### config.mk
export PLATFORM = sky130hd
export DESIGN_NAME = pcie_egress
export DESIGN_NICKNAME = d
export VERILOG_FILES = /design/src/rtl/pcie_egress_pkg.sv /design/src/rtl/egress_contadores.sv /design/src/rtl/pcie_egress.sv
export SDC_FILE = /design/constraint.sdc
export NUM_CORES = 1
export LEC_CHECK = 0
export CORE_MARGIN = 2
export CORE_UTILIZATION = 46
export CTS_CLUSTER_SIZE = 14
export DETAILED_ROUTE_END_ITERATION = 10
export PLACE_DENSITY = 0.83
export SYNTH_ARGS = -nofsm -noshare
export SYNTH_HDL_FRONTEND = slang
export SYNTH_SLANG_ARGS = --single-unit
### constraint.sdc
create_clock -name clk -period 1.5 [get_ports clk]
set_clock_uncertainty 0.05 [all_clocks]
set_input_delay 0.15 -clock clk [delete_from_list [all_inputs] [get_ports clk]]
set_output_delay 0.15 -clock clk [all_outputs]
set_load 0.02 [all_outputs]
### src/rtl/pcie_egress_pkg.sv
// Shared types and constants for the PCIe egress arbiter: FSM encoding, word field layout, defaults.
// The optional destination check is enabled by defining EGRESS_DEST_CHECK_EN.
package pcie_egress_pkg;

   localparam int TAMANO_DATOS_DEF = 12;
   localparam int CONT_W_DEF       = 5;
   localparam int NPORTS           = 4;

   typedef enum logic [1:0] {
      ST_IDLE = 2'd0,
      ST_POP  = 2'd1,
      ST_CAPT = 2'd2,
      ST_OUT  = 2'd3
   } state_t;

   localparam int CLASS_HI   = 11;
   localparam int CLASS_LO   = 10;
   localparam int DEST_HI    = 9;
   localparam int DEST_LO    = 8;
   localparam int PAYLOAD_HI = 7;
   localparam int PAYLOAD_LO = 0;

   function automatic logic [1:0] class_of(input logic [TAMANO_DATOS_DEF-1:0] w);
      return w[CLASS_HI:CLASS_LO];
   endfunction

   function automatic logic [1:0] dest_of(input logic [TAMANO_DATOS_DEF-1:0] w);
      return w[DEST_HI:DEST_LO];
   endfunction

   function automatic logic [7:0] payload_of(input logic [TAMANO_DATOS_DEF-1:0] w);
      return w[PAYLOAD_HI:PAYLOAD_LO];
   endfunction

   // First available port strictly after 'last', wrapping 3 -> 0.
   function automatic logic [1:0] rr_pick(input logic [1:0] last, input logic [3:0] avail);
      logic [1:0] cand;
      logic [1:0] pick;
      logic       found;
      pick  = last;
      found = 1'b0;
      for (int k = 1; k <= NPORTS; k++) begin
         cand = last + 2'(k);
         if (!found && avail[cand]) begin
            pick  = cand;
            found = 1'b1;
         end
      end
      return pick;
   endfunction

endpackage

### src/rtl/egress_contadores.sv
// Per-port transfer counters with a registered read port; a read colliding with an
// increment of the same counter returns the pre-increment value.
module egress_contadores
   import pcie_egress_pkg::*;
#(
   parameter int CONT_W = CONT_W_DEF
) (
   input  logic              clk,
   input  logic              reset,
   input  logic              inc,
   input  logic [1:0]        inc_idx,
   input  logic              req,
   input  logic [1:0]        idx,
   output logic [CONT_W-1:0] cnt_out,
   output logic              cnt_valid
);

   logic [CONT_W-1:0] cnt_q [NPORTS];
   logic [CONT_W-1:0] cnt_d [NPORTS];
   logic [CONT_W-1:0] cnt_out_q, cnt_out_d;
   logic              cnt_valid_q, cnt_valid_d;

   always_comb begin
      for (int i = 0; i < NPORTS; i++) begin
         cnt_d[i] = cnt_q[i];
         if (inc && inc_idx == 2'(i)) begin
            cnt_d[i] = cnt_q[i] + CONT_W'(1);
         end
      end
   end

   always_comb begin
      cnt_out_d   = cnt_out_q;
      cnt_valid_d = req;
      if (req) begin
         cnt_out_d = cnt_q[idx];
      end
   end

   always_ff @(posedge clk) begin
      if (reset) begin
         for (int i = 0; i < NPORTS; i++) begin
            cnt_q[i] <= '0;
         end
         cnt_out_q   <= '0;
         cnt_valid_q <= 1'b0;
      end else begin
         for (int i = 0; i < NPORTS; i++) begin
            cnt_q[i] <= cnt_d[i];
         end
         cnt_out_q   <= cnt_out_d;
         cnt_valid_q <= cnt_valid_d;
      end
   end

   assign cnt_out   = cnt_out_q;
   assign cnt_valid = cnt_valid_q;

endmodule

### src/rtl/pcie_egress.sv
// Round-robin egress arbiter over FIFOs 4..7 with a valid/ready output stage and per-port counters.
// Define EGRESS_DEST_CHECK_EN to flag words whose DEST field disagrees with their source port.
module pcie_egress
   import pcie_egress_pkg::*;
#(
   parameter int TAMANO_DATOS = TAMANO_DATOS_DEF,
   parameter int CONT_W       = CONT_W_DEF
) (
   input  logic                    clk,
   input  logic                    reset,
   input  logic [3:0]              empty,
   input  logic [TAMANO_DATOS-1:0] data_in4,
   input  logic [TAMANO_DATOS-1:0] data_in5,
   input  logic [TAMANO_DATOS-1:0] data_in6,
   input  logic [TAMANO_DATOS-1:0] data_in7,
   output logic [3:0]              pop,
   output logic [TAMANO_DATOS-1:0] data_out,
   output logic                    valid_out,
   input  logic                    ready_in,
   output logic [1:0]              port_out,
   input  logic                    req,
   input  logic [1:0]              idx,
   output logic [CONT_W-1:0]       cnt_out,
   output logic                    cnt_valid,
   output logic                    dest_err
);

   state_t                  state_q, state_d;
   logic [1:0]              sel_q, sel_d;
   logic [1:0]              rr_ptr_q, rr_ptr_d;
   logic [1:0]              port_out_q, port_out_d;
   logic [TAMANO_DATOS-1:0] data_out_q, data_out_d;
   logic [TAMANO_DATOS-1:0] data_sel;
   logic                    any_avail;
   logic                    sel_avail;
   logic                    xfer;

   assign any_avail = ~&empty;
   assign sel_avail = ~empty[sel_q];
   assign xfer      = (state_q == ST_OUT) && ready_in;

   always_comb begin
      case (sel_q)
         2'd0:    data_sel = data_in4;
         2'd1:    data_sel = data_in5;
         2'd2:    data_sel = data_in6;
         default: data_sel = data_in7;
      endcase
   end

   always_ff @(posedge clk) begin
      if (reset) begin
         state_q <= ST_IDLE;
      end else begin
         state_q <= state_d;
      end
   end

   // A port that went empty between the pick and the pop is dropped back to IDLE unread.
   always_comb begin
      state_d = state_q;
      case (state_q)
         ST_IDLE: if (any_avail) state_d = ST_POP;
         ST_POP:  state_d = sel_avail ? ST_CAPT : ST_IDLE;
         ST_CAPT: state_d = ST_OUT;
         ST_OUT:  if (ready_in) state_d = ST_IDLE;
         default: state_d = ST_IDLE;
      endcase
   end

   always_comb begin
      pop       = 4'b0000;
      valid_out = 1'b0;
      case (state_q)
         ST_POP:  if (sel_avail) pop[sel_q] = 1'b1;
         ST_OUT:  valid_out = 1'b1;
         default: ;
      endcase
   end

   always_comb begin
      sel_d      = sel_q;
      rr_ptr_d   = rr_ptr_q;
      data_out_d = data_out_q;
      port_out_d = port_out_q;
      if (state_q == ST_IDLE && any_avail) begin
         sel_d = rr_pick(rr_ptr_q, ~empty);
      end
      if (state_q == ST_POP && sel_avail) begin
         rr_ptr_d = sel_q;
      end
      // The FIFO read data is valid in the cycle after pop.
      if (state_q == ST_CAPT) begin
         data_out_d = data_sel;
         port_out_d = sel_q;
      end
   end

   always_ff @(posedge clk) begin
      if (reset) begin
         sel_q      <= 2'd0;
         rr_ptr_q   <= 2'd3;
         data_out_q <= '0;
         port_out_q <= 2'd0;
      end else begin
         sel_q      <= sel_d;
         rr_ptr_q   <= rr_ptr_d;
         data_out_q <= data_out_d;
         port_out_q <= port_out_d;
      end
   end

   assign data_out = data_out_q;
   assign port_out = port_out_q;

`ifdef EGRESS_DEST_CHECK_EN
   logic dest_err_q, dest_err_d;

   always_comb begin
      dest_err_d = dest_err_q;
      if (state_q == ST_CAPT && dest_of(data_sel) != sel_q) begin
         dest_err_d = 1'b1;
      end
   end

   always_ff @(posedge clk) begin
      if (reset) begin
         dest_err_q <= 1'b0;
      end else begin
         dest_err_q <= dest_err_d;
      end
   end

   assign dest_err = dest_err_q;
`else
   assign dest_err = 1'b0;
`endif

   egress_contadores #(
      .CONT_W (CONT_W)
   ) u_contadores (
      .clk       (clk),
      .reset     (reset),
      .inc       (xfer),
      .inc_idx   (sel_q),
      .req       (req),
      .idx       (idx),
      .cnt_out   (cnt_out),
      .cnt_valid (cnt_valid)
   );

endmodule

==> flow_summary.json, run 1 <==
{
  "totalWireLength_um": 6960,
  "ys.flop_type": "dfxtp_1",
  "period_share_pct": 118,
  "startpoint_type": "register",
  "drive_gt1_share_pct": 22.2,
  "grt_start_max_net_pins": 49,
  "fin_crit_ps": 1760,
  "dieArea_um2": 6060,
  "clock-sinks": 46,
  "yosys.area.top_type": "dfxtp_1",
  "async_reset_ff_share_pct": 0,
  "synth-edff-count": 0,
  "drc_errors": 0,
  "postLayoutCoreUtil_pct": 72.5,
  "synth_area_per_cell_um2": 9.69,
  "clock.fmax_mhz": 567,
  "violations": "setup timing",
  "timing.hold.ws_ps": 408,
  "rsz0062_at_grt": "yes",
  "critPathCaptureType": "output pin",
  "cts_tree": "done",
  "gp_congestion": 0.827,
  "crit_required_ps": 1300,
  "syn_area_um2": 2510,
  "slew_viol_final": 0,
  "core_um2": 5170,
  "dp_hpwl_um": 4710,
  "clock_latency_ps": 310,
  "n_antenna_cell": 0,
  "crit_type": "register to output pin",
  "cts_max_level": 2,
  "maxCapViolations": 0,
  "rows": 26,
  "yosysMostFrequentCell": "dfxtp_1",
  "yosysTopAreaCellShare_pct": 36.7,
  "yosys_register_bits": 46,
  "p_leak_nw": 1.59,
  "die_y_um": 77.9,
  "placedCellCount": 412,
  "postLayoutCellArea_um2": 3750,
  "final_nets": 422,
  "synth_nets": 321,
  "cellPowerDensity_nw_per_um2": 798,
  "io_pins": 84,
  "vias_per_cell": 5.38,
  "yosys-top-cells-area": "dfxtp_1 (37%), mux4_2 (14%), nand2_1 (5.1%), mux2i_1 (4.8%), nor2_1 (4.6%)",
  "synthCells": 259,
  "route.vias.total": 2320,
  "overflow": 0,
  "grt_usage_pct": 21.7,
  "cp_max_fo": 4,
  "finalSetupTns_ps": -1610,
  "grt_pass1_vias": 2199,
  "crit_arrival_ps": 1560,
  "die_w_um": 77.9,
  "hold_violations": 0,
  "drtPass1Iterations": 4,
  "crit_chain": "mux2_4 -> a21o_1 -> nor3b_2 -> buf_4",
  "peakVddDrop_mv": 0.497,
  "drt_iter0_markers": 117,
  "postPlaceCellArea_um2": 3460,
  "portBuffers": 82,
  "setup_slack_ps": -265,
  "clk_root_buffer_cell": "clkbuf_8",
  "synth_cell_types": 45,
  "slowest_stage": "dfxtp_4",
  "status": "complete, but fails checks",
  "critPathMaxStageDelay_ps": 380,
  "wire_per_inst_um": 16.2,
  "place_ws_ps": -576,
  "antenna_found_initial": 0,
  "ys_warn_count": 0,
  "finalNonFillerCells": 431,
  "postRouteAntennaNets": 0,
  "grt_pass1_wl_um": 10400,
  "power_mw": 2.99,
  "clockBufferDepth": 2,
  "ys_seq_area_share_pct": 36.7,
  "setup_viol": 21,
  "clk_pin_slew_ps": 90,
  "syn2layout_area_growth_pct": 49.4,
  "synth_commonest_cells": "dfxtp_1 (46), nand2_1 (34), nor2_1 (31)",
  "start_util_pct": 48.5,
  "hold_path_class": "register to register",
  "cts_buffers": 5
}
==> path summary, 6_finish.rpt <==
path	from	to	slack, ps	cells after the start
max	sel_q[0]	pop[2]	-260	4
min	data_out[5]	data_out[5]	410	2
max reg2reg	sel_q[0]	u_contadores.cnt_q[0][1]	-210	6
min reg2reg	data_out[5]	data_out[5]	410	2
==> layout by cell type, fill, tap and decap left out, types with 3 or more instances in the layout <==
cell / instances
nand2b_1: 3
buf_12: 3
dlymetal6s2s_1: 10
dfxtp_1: 44
nor2_1: 31
and2_1: 8
nor2b_1: 4
clkbuf_8: 5
a21oi_1: 17
xnor2_1: 4
xor2_1: 11
nand3_1: 3
buf_4: 30
nand4_1: 7
nand2_1: 34
nand3_2: 3
o21ai_0: 4
ha_1: 4
mux4_2: 16
clkdlybuf4s50_1: 67
mux2i_1: 11
==> per-layer routing <==
layer / global-route usage (%) / wire, µm
met2: 39.7 / 3810
met3: 3.60 / 247
met4: 10.0 / 249
met1: 24.4 / 2660
met5: 0 / 0
==> layout make-up <==
type | instances | area [µm²]
timing repair buffer | 114 | 1140
clock inverter | 2 | 13.8
clock buffer | 6 | 72.6
sequential | 46 | 926
fill | 360 | 1420
inverter | 2 | 7.51
tap | 70 | 87.6
multi-input combinational | 191 | 1500
==> cells by family after synthesis <==
| family | Yosys count | share of synthesized area, % |
|---|---|---|
| mux | 30 | 20.8 |
| flops | 46 | 36.7 |
| buf+inv | 22 | 5.39 |
| compound gates | 32 | 8.13 |
| other cells | 1 | 0.149 |
| xor+xnor | 16 | 5.59 |
| simple gates | 108 | 21.2 |
| fa+ha+maj | 4 | 2.00 |
==> repair_timing <==
item / CTS / global route
cloned: 0 / 1
setup endpoints to repair: 33 / 43
setup buffers: 1 / 9
gates resized for setup: 31 / 22
pin swaps: 4 / 6
hold buffers: 0 / 0
==> power by group <==
part | switching (mW) | total, mW | leakage, nW | internal, mW
logic | 0.387 | 0.929 | 1.17 | 0.542
clock network | 0.426 | 0.755 | 0.0452 | 0.329
registers | 0.0395 | 1.31 | 0.374 | 1.27
==> flip-flops by register name, summed over array words and instances, names as in the netlist, named ones only <==
signal,flops
data_out,12
port_out,2
rr_ptr_q,2
state_q,1
u_contadores.cnt_out,5
u_contadores.cnt_valid,1
sel_q,2
u_contadores.cnt_q,20
==> critical path: cells and delay by family (launching register included) <==
family	cells	cell delay (ps)
buffers and inverters	1	170
DFF	1	380
muxes	1	320
and+or+nand+nor	1	170
AOI/OAI and AO/OA	1	210
(Power assumes the default switching activity.)
==> inputs of run 2 (changes only) <==
--- a/config.mk
+++ b/config.mk
@@ -9,6 +9,7 @@
 export CORE_UTILIZATION = 46
 export CTS_CLUSTER_SIZE = 14
 export DETAILED_ROUTE_END_ITERATION = 10
+export HOLD_SLACK_MARGIN = 0.03
 export PLACE_DENSITY = 0.83
 export SYNTH_ARGS = -nofsm -noshare
 export SYNTH_HDL_FRONTEND = slang
==> results of run 2 <==
No change in the layout: final DEF, timing and power equal those of run 1.
